$ cat src/rtl/lab3_g29_p3_mux_scanner_pkg.sv
// Shared types and constants for the 16-channel mux scanner.
package lab3_g29_p3_pkg;

    localparam int N_CH    = 16;
    localparam int SEL_W   = 4;
    localparam int DWELL_W = 8;

    typedef logic [SEL_W-1:0] ch_idx_t;

    typedef enum logic [1:0] {
        S_IDLE  = 2'd0,
        S_DWELL = 2'd1,
        S_DONE  = 2'd2
    } state_t;

endpackage

$ cat src/rtl/lab3_g29_p3_mux_scanner_if.sv
// Scanner control/data bundle: sweep handshake, mux select and captured sample.
// The abort input exists only when LAB3_G29_SCAN_ABORT_EN is defined.
interface lab3_g29_p3_mux_scanner_if #(
    parameter int DATA_W = 4
);
    import lab3_g29_p3_pkg::*;

    logic              start;
    logic              continuous;
    logic [N_CH-1:0]   ch_mask;
    logic [DATA_W-1:0] y_in;
`ifdef LAB3_G29_SCAN_ABORT_EN
    logic              abort;
`endif
    ch_idx_t           sel;
    logic              sel_valid;
    logic [DATA_W-1:0] sample;
    ch_idx_t           sample_ch;
    logic              sample_valid;
    logic              busy;
    logic              done;

`ifdef LAB3_G29_SCAN_ABORT_EN
    modport master (
        output start, continuous, ch_mask, y_in, abort,
        input  sel, sel_valid, sample, sample_ch, sample_valid, busy, done
    );
    modport slave (
        input  start, continuous, ch_mask, y_in, abort,
        output sel, sel_valid, sample, sample_ch, sample_valid, busy, done
    );
`else
    modport master (
        output start, continuous, ch_mask, y_in,
        input  sel, sel_valid, sample, sample_ch, sample_valid, busy, done
    );
    modport slave (
        input  start, continuous, ch_mask, y_in,
        output sel, sel_valid, sample, sample_ch, sample_valid, busy, done
    );
`endif

endinterface

$ cat src/rtl/lab3_g29_p3_mux_scanner_next_ch.sv
// Finds the lowest set mask bit strictly above i_idx, or the lowest set bit
// overall when i_first is high. o_found is low when no such bit exists.
module lab3_g29_p3_next_ch
    import lab3_g29_p3_pkg::*;
(
    input  logic [N_CH-1:0] i_mask,
    input  ch_idx_t         i_idx,
    input  logic            i_first,
    output ch_idx_t         o_idx,
    output logic            o_found
);

    // Scan from the top down so the lowest qualifying bit is the last one written.
    always_comb begin
        o_idx   = '0;
        o_found = 1'b0;
        for (int k = N_CH - 1; k >= 0; k--) begin
            if (i_mask[k] && (i_first || (k > int'(i_idx)))) begin
                o_idx   = ch_idx_t'(k);
                o_found = 1'b1;
            end
        end
    end

endmodule

$ cat src/rtl/lab3_g29_p3_mux_scanner.sv
// Mux scanner: steps the 16:1 mux select through the enabled channels, holding
// each for DWELL cycles and capturing y_in (tagged with its channel) at the end
// of every dwell. Single-sweep or continuous, with start/busy/done handshake.
// Optional abort input: define LAB3_G29_SCAN_ABORT_EN.
//
//   state   | meaning
//   --------+--------------------------------------------------------------
//   S_IDLE  | waiting for start; sel and sample hold their last values
//   S_DWELL | sel drives an enabled channel, dwell counter runs down to 0
//   S_DONE  | one-cycle sweep end: done=1 (plus the last sample, if any)
module lab3_g29_p3_mux_scanner
    import lab3_g29_p3_pkg::*;
#(
    parameter int DATA_W = 4,
    parameter int DWELL  = 4
) (
    input  logic clk,
    input  logic rst_n,
    lab3_g29_p3_mux_scanner_if.slave bus
);

    localparam logic [DWELL_W-1:0] L_DWELL_M1 = DWELL_W'(DWELL - 1);

    state_t             r_state;
    state_t             w_state_nxt;
    logic [N_CH-1:0]    r_mask;
    logic [N_CH-1:0]    w_mask_nxt;
    ch_idx_t            r_sel;
    ch_idx_t            w_sel_nxt;
    logic [DWELL_W-1:0] r_cnt;
    logic [DWELL_W-1:0] w_cnt_nxt;
    logic               w_capture;
    logic [DATA_W-1:0]  r_sample;
    ch_idx_t            r_sample_ch;
    logic               r_sample_valid;

    logic [N_CH-1:0]    w_first_mask;
    ch_idx_t            w_first_idx;
    logic               w_first_found;
    ch_idx_t            w_above_idx;
    logic               w_above_found;
    logic               w_abort;

`ifdef LAB3_G29_SCAN_ABORT_EN
    assign w_abort = bus.abort;
`else
    assign w_abort = 1'b0;
`endif

    // In IDLE the lowest channel comes from the live mask (it is being
    // snapshotted this cycle); once running, wraps use the snapshot.
    assign w_first_mask = (r_state == S_IDLE) ? bus.ch_mask : r_mask;

    lab3_g29_p3_next_ch u_first (
        .i_mask  (w_first_mask),
        .i_idx   ('0),
        .i_first (1'b1),
        .o_idx   (w_first_idx),
        .o_found (w_first_found)
    );

    lab3_g29_p3_next_ch u_above (
        .i_mask  (r_mask),
        .i_idx   (r_sel),
        .i_first (1'b0),
        .o_idx   (w_above_idx),
        .o_found (w_above_found)
    );

    // Next-state, next-channel and dwell-counter decisions.
    always_comb begin
        w_state_nxt = r_state;
        w_mask_nxt  = r_mask;
        w_sel_nxt   = r_sel;
        w_cnt_nxt   = r_cnt;
        w_capture   = 1'b0;
        case (r_state)
            S_IDLE: begin
                if (bus.start) begin
                    if (w_first_found) begin
                        w_mask_nxt  = bus.ch_mask;
                        w_sel_nxt   = w_first_idx;
                        w_cnt_nxt   = L_DWELL_M1;
                        w_state_nxt = S_DWELL;
                    end else begin
                        w_state_nxt = S_DONE;
                    end
                end
            end
            S_DWELL: begin
                if (w_abort) begin
                    // Interrupted channel is dropped: no capture.
                    w_state_nxt = S_DONE;
                end else if (r_cnt != '0) begin
                    w_cnt_nxt = r_cnt - 1'b1;
                end else begin
                    // Capture and channel advance share one edge, so there
                    // is no gap cycle between channels.
                    w_capture = 1'b1;
                    w_cnt_nxt = L_DWELL_M1;
                    if (w_above_found) begin
                        w_sel_nxt = w_above_idx;
                    end else if (bus.continuous) begin
                        w_sel_nxt = w_first_idx;
                    end else begin
                        w_state_nxt = S_DONE;
                    end
                end
            end
            S_DONE: begin
                w_state_nxt = S_IDLE;
            end
            default: begin
                w_state_nxt = S_IDLE;
            end
        endcase
    end

    // State register.
    always_ff @(posedge clk or negedge rst_n) begin
        if (!rst_n) begin
            r_state <= S_IDLE;
        end else begin
            r_state <= w_state_nxt;
        end
    end

    // Mask snapshot, select, dwell counter and captured sample registers.
    always_ff @(posedge clk or negedge rst_n) begin
        if (!rst_n) begin
            r_mask         <= '0;
            r_sel          <= '0;
            r_cnt          <= '0;
            r_sample       <= '0;
            r_sample_ch    <= '0;
            r_sample_valid <= 1'b0;
        end else begin
            r_mask         <= w_mask_nxt;
            r_sel          <= w_sel_nxt;
            r_cnt          <= w_cnt_nxt;
            r_sample_valid <= w_capture;
            if (w_capture) begin
                r_sample    <= bus.y_in;
                r_sample_ch <= r_sel;
            end
        end
    end

    assign bus.sel          = r_sel;
    assign bus.sel_valid    = (r_state == S_DWELL);
    assign bus.busy         = (r_state == S_DWELL);
    assign bus.done         = (r_state == S_DONE);
    assign bus.sample       = r_sample;
    assign bus.sample_ch    = r_sample_ch;
    assign bus.sample_valid = r_sample_valid;

endmodule

$ cat src/flat_wrapper.sv
// flat-port wrapper written by rule: the top's interface ports become plain ports
module lab3_g29_p3_mux_scanner_flat import lab3_g29_p3_pkg::*;
#(
    parameter int DATA_W = 4,
    parameter int DWELL  = 4
)
  (clk, rst_n, bus_start, bus_continuous, bus_ch_mask, bus_y_in, bus_sel, bus_sel_valid, bus_sample, bus_sample_ch, bus_sample_valid, bus_busy, bus_done);
  lab3_g29_p3_mux_scanner_if #(.DATA_W(DATA_W)) bus_i ();
  input  logic clk;
  input  logic rst_n;
  input wire logic [$bits(bus_i.start)-1:0] bus_start;
  input wire logic [$bits(bus_i.continuous)-1:0] bus_continuous;
  input wire logic [$bits(bus_i.ch_mask)-1:0] bus_ch_mask;
  input wire logic [$bits(bus_i.y_in)-1:0] bus_y_in;
  output wire logic [$bits(bus_i.sel)-1:0] bus_sel;
  output wire logic [$bits(bus_i.sel_valid)-1:0] bus_sel_valid;
  output wire logic [$bits(bus_i.sample)-1:0] bus_sample;
  output wire logic [$bits(bus_i.sample_ch)-1:0] bus_sample_ch;
  output wire logic [$bits(bus_i.sample_valid)-1:0] bus_sample_valid;
  output wire logic [$bits(bus_i.busy)-1:0] bus_busy;
  output wire logic [$bits(bus_i.done)-1:0] bus_done;
  assign bus_i.start = bus_start;
  assign bus_i.continuous = bus_continuous;
  assign bus_i.ch_mask = bus_ch_mask;
  assign bus_i.y_in = bus_y_in;
  assign bus_sel = bus_i.sel;
  assign bus_sel_valid = bus_i.sel_valid;
  assign bus_sample = bus_i.sample;
  assign bus_sample_ch = bus_i.sample_ch;
  assign bus_sample_valid = bus_i.sample_valid;
  assign bus_busy = bus_i.busy;
  assign bus_done = bus_i.done;
  lab3_g29_p3_mux_scanner #(.DATA_W(DATA_W), .DWELL(DWELL)) u_core (.clk(clk), .rst_n(rst_n), .bus(bus_i));
endmodule
$ cat config.mk
export PLATFORM = sky130hd
export DESIGN_NAME = lab3_g29_p3_mux_scanner_flat
export DESIGN_NICKNAME = d
export VERILOG_FILES = /design/src/rtl/lab3_g29_p3_mux_scanner_pkg.sv /design/src/rtl/lab3_g29_p3_mux_scanner_if.sv /design/src/rtl/lab3_g29_p3_mux_scanner_next_ch.sv /design/src/rtl/lab3_g29_p3_mux_scanner.sv /design/src/flat_wrapper.sv
export SDC_FILE = /design/constraint.sdc
export NUM_CORES = 1
export LEC_CHECK = 0
export ABC_AREA = 1
export BUFFER_PORTS_ARGS = -buffer_cell sky130_fd_sc_hd__buf_2
export CAP_MARGIN = 5
export CORE_ASPECT_RATIO = 1.4
export CORE_UTILIZATION = 47
export CTS_CLUSTER_DIAMETER = 120
export DETAILED_ROUTE_END_ITERATION = 8
export PLACE_DENSITY = 0.78
export SKIP_CTS_REPAIR_TIMING = 1
export SLEW_MARGIN = 20
export SYNTH_ARGS = -nofsm -noshare
export SYNTH_HDL_FRONTEND = slang
export SYNTH_HIERARCHICAL = 1
export SYNTH_SLANG_ARGS = --single-unit
$ cat constraint.sdc
create_clock -name clk -period 4.1 [get_ports clk]
set_input_delay 0.205 -clock clk [delete_from_list [all_inputs] [get_ports clk]]
set_output_delay 0.205 -clock clk [all_outputs]
set_load 0.005 [all_outputs]
==> results.toml <==
[run_status]
status = "finished, final reports clean"

[setup_path]
timing.critical_path.slowest_stage_cell = "sky130_fd_sc_hd__nand2_1"
worstPathArrival_ps = 3430
critical_path_peak_fanout = 33
cp-start-kind = "flip-flop"
worst_r2r_start = "u_core/r_state[0]$_DFFE_PN0P_"
cpLargestDelayFamily = "simple AND/OR/NAND/NOR gates"
crit-reg2reg-capture = "u_core/bus.sel[1]$_DFFE_PN0P_"
critical_path_buf_inv_count = 3
timing.critical_path.to_type = "flip-flop"
path_cells = "inv_2 -> nand2_1 -> o21ai_0 -> o211ai_1 -> nand2_1 -> nor2_1 -> nand2_1 -> inv_1 -> nand3_1 -> nand2_1 -> inv_1 -> nand3_2 -> nand2_4 -> nand3_1 -> nand2_1"
cp_slowest_stage_delay_ps = 500
register_to_register_setup_slack_ps = 900
worst_ep_required_time_ps = 4330
r2r.worst_path.cells = 15
cell_seen_most_often_among_critical_path_stages = "sky130_fd_sc_hd__nand2_1"
worst-setup-path-type = "reg -> reg"

[grt]
grt_antenna_before_repair = 0
grt_pass1_wl_mm = 10.7
globalRouteOverflowTotal = 0
maximum_number_of_pins_on_one_net_before_global_route_repair = 40
grt_pass1_vias = 2469
grt_usage_pct = 22.4

[clock_network]
insertion_delay_ps = 290
cts-root-buf = "sky130_fd_sc_hd__clkbuf_8"
max-clock-path-buffers = 2
tritoncts_num_sinks = 39
clkSlewWorstSetupHoldPaths_ps = 80
tritoncts = "done"
clock_tree.htree_level_count = 2
cts_buffers = 5

[routing]
drcViolationCount = 0
postRouteAntennaNets = 0
route.top_layer_used = "met4"
wl_met1_mm = 2.74
wl_met3_um = 271
post_drt_wl_per_cell_um = 12.2
vias_per_cell = 5.16
route.vias.total = 2727
wl_met2_mm = 3.26
first_pass_detailed_route_iteration_total = 4
drtIter0Drc = 156
routed_wl_mm = 6.43

[die]
top_level_ports = 40
fp.dieArea_mm2 = 0.00617
die_width_um = 66.7
core-area_mm2 = 0.00557
number_of_rows_created_at_floorplan = 32
fp.dieH_um = 92.5
floorplan.initialDensity_pct = 49.4

[cells_and_area]
layout-area-overhead-vs-synth_pct = 13.6
final_nets = 485
instances_no_fill = 528
post_route_cells_drive_above_1_share_pct = 16.3
insertedDiodeCount = 0
filler_cell_count = 537
finalInstanceArea_mm2 = 0.00312

[logic_synthesis]
synth.most_common_cell = "sky130_fd_sc_hd__nand2_1"
syn_area_per_cell_um2 = 6.76
synthFlopType = "sky130_fd_sc_hd__dfrtp_1"
synth.yosys.seq_area_share_pct = 35.5
synth.area.top_cells = "sky130_fd_sc_hd__dfrtp_1 (35%), sky130_fd_sc_hd__nand2_1 (22%), sky130_fd_sc_hd__o21ai_0 (7.6%)"
synth-edff-count = 0
synth.lib_cells_used.distinct = 34
syn_inst = 407
netlist.area_leader.share_pct = 35.5
synth_area_leader_cell = "sky130_fd_sc_hd__dfrtp_1"
postSynth.asyncResetShare_pct = 100
yosys_warnings = 6
synth_common_cells = "sky130_fd_sc_hd__nand2_1 (164), sky130_fd_sc_hd__inv_1 (49), sky130_fd_sc_hd__o21ai_0 (42)"
netlist_area_mm2 = 0.00275
ys_ff_latch = 39

[sta]
timing_hold_violations_final = 0
clock.fmax_ghz = 0.312
final_setup_violation_count = 0
timing.final.crit_share_pct = 78.1
min_period_ps = 3200
fin_worst_skew_ps = 11.1
worst-slew-pin-transition_ps = 875
rsz_0062_raised_after_global_routing = "no"
relSlewSlack_pct = 41.6
final_max_slew_viol_count = 0
final.setup.tns_ps = 0

[power]
p_total_w = 0.000729
p_per_area_mw_per_mm2 = 234
power_leakage_nw = 1.74
vdd_ir_drop_max_mv = 0.143

[place]
gp_routability_congestion = 0.884
placed_cells_incl_taps = 520
number_of_i_o_port_buffers = 39
detailed_place.area_mm2 = 0.00302
detailedPlacementHpwl_mm = 4.92

[hold_path]
timing.hold.worst.class = "in -> async"

[run]
max-cap-violations = 0
-- logic make-up after synthesis --
kind of cell | count (synthesis) | synth area share (%)
buffers and inverters | 62 | 9.74
adders and majority gates | 2 | 0.910
and+or+nand+nor | 227 | 36.2
AOI/OAI and AO/OA | 75 | 17.4
other | 2 | 0.273
DFF | 39 | 35.5
-- worst max-delay path by stage --
stage,startpoint,to,slack (ps),cells past startpoint
2_1_floorplan,u_core/r_state[0]$_DFFE_PN0P_,u_core/r_mask[7]$_DFFE_PN0P_,1980,16
3_3_place_gp,u_core/r_state[0]$_DFFE_PN0P_,u_core/bus.sel[1]$_DFFE_PN0P_,1040,15
3_5_place_dp,u_core/r_state[0]$_DFFE_PN0P_,u_core/bus.sel[1]$_DFFE_PN0P_,1000,15
4_1_cts,u_core/r_state[0]$_DFFE_PN0P_,u_core/bus.sel[1]$_DFFE_PN0P_,950,15
5_1_grt,u_core/r_state[0]$_DFFE_PN0P_,u_core/bus.sel[1]$_DFFE_PN0P_,530,15
6_report,u_core/r_state[0]$_DFFE_PN0P_,u_core/bus.sel[1]$_DFFE_PN0P_,900,15
-- sequential cells by signal, indices dropped and copies added (netlist names) --
name / cells
u_core/bus.sample_ch: 4
u_core/bus.sample_valid: 1
u_core/bus.sel: 4
u_core/r_cnt: 8
u_core/r_mask: 16
u_core/bus.sample: 4
u_core/r_state: 2
-- cell usage in the layout (no fill, tap or decap) --
master	netlist	final
sky130_fd_sc_hd__a21oi_1	4	4
sky130_fd_sc_hd__a21oi_2	2	2
sky130_fd_sc_hd__a21oi_4	1	1
sky130_fd_sc_hd__a22oi_1	1	1
sky130_fd_sc_hd__a31oi_1	5	5
sky130_fd_sc_hd__buf_2	6	39
sky130_fd_sc_hd__clkbuf_8	0	7
sky130_fd_sc_hd__clkinv_2	1	1
sky130_fd_sc_hd__clkinvlp_4	0	1
sky130_fd_sc_hd__conb_1	2	18
sky130_fd_sc_hd__dfrtp_1	39	39
sky130_fd_sc_hd__ha_1	2	2
sky130_fd_sc_hd__inv_1	49	49
sky130_fd_sc_hd__inv_2	2	2
sky130_fd_sc_hd__nand2_1	164	164
sky130_fd_sc_hd__nand2_2	5	5
sky130_fd_sc_hd__nand2_4	2	2
sky130_fd_sc_hd__nand3_1	18	18
sky130_fd_sc_hd__nand3_2	3	3
sky130_fd_sc_hd__nand4_1	4	4
sky130_fd_sc_hd__nor2_1	22	22
sky130_fd_sc_hd__nor2_2	1	1
sky130_fd_sc_hd__nor2_4	3	3
sky130_fd_sc_hd__nor2_8	2	2
sky130_fd_sc_hd__nor3_1	1	1
sky130_fd_sc_hd__nor4_1	2	2
sky130_fd_sc_hd__o211ai_1	10	10
sky130_fd_sc_hd__o21ai_0	42	42
sky130_fd_sc_hd__o21ai_1	1	1
sky130_fd_sc_hd__o21ai_2	2	2
sky130_fd_sc_hd__o21bai_1	2	2
sky130_fd_sc_hd__o311a_2	2	2
sky130_fd_sc_hd__o311ai_2	2	2
sky130_fd_sc_hd__o32ai_1	1	1
-- where the power goes --
group          switching [W]   total, W  internal, W
Combinational      0.0000359  0.0000517    0.0000158
Clock               0.000134   0.000287     0.000153
Sequential        0.00000429   0.000391     0.000387
Total               0.000174   0.000729     0.000555
-- worst reg2reg max path, cell delays in order, from the launching register on --
cell and delay [ps]:
sky130_fd_sc_hd__dfrtp_1 410, sky130_fd_sc_hd__inv_2 140, sky130_fd_sc_hd__nand2_1 500, sky130_fd_sc_hd__o21ai_0 440, sky130_fd_sc_hd__o211ai_1 180, sky130_fd_sc_hd__nand2_1 120
sky130_fd_sc_hd__nor2_1 60, sky130_fd_sc_hd__nand2_1 50, sky130_fd_sc_hd__inv_1 40, sky130_fd_sc_hd__nand3_1 120, sky130_fd_sc_hd__nand2_1 130, sky130_fd_sc_hd__inv_1 80
sky130_fd_sc_hd__nand3_2 430, sky130_fd_sc_hd__nand2_4 280, sky130_fd_sc_hd__nand3_1 100, sky130_fd_sc_hd__nand2_1 70
-- area by class of cell --
cell class	instances	area, um^2	area share, %
flip-flops and latches	39	976	31.2
clock buffers	7	96.3	3.08
multi-input cells	322	1570	50.2
well taps	68	85.1	2.72
inverters	52	196	6.29
repair buffers	39	195	6.25
clock inverters	1	7.51	0.240
-- metrics by stage --
stage               hold slack, ps  setup slack [ps]  util, %
detailed placement             371               999     54.2
CTS                           56.5               954     56.1
finish                        32.3               896     56.1
global route                   100               528     56.1
global placement               360              1040     54.2
floorplan                    -90.6              1980        -
-- layer usage --
layer / up-vias / GRT usage [%]
li1: 1389 / -
met1: 1242 / 26.8
met2: 81 / 39.0
met3: 15 / 3.69
met4: 0 / 8.33
met5: - / 0
(Power assumes the default switching activity.)
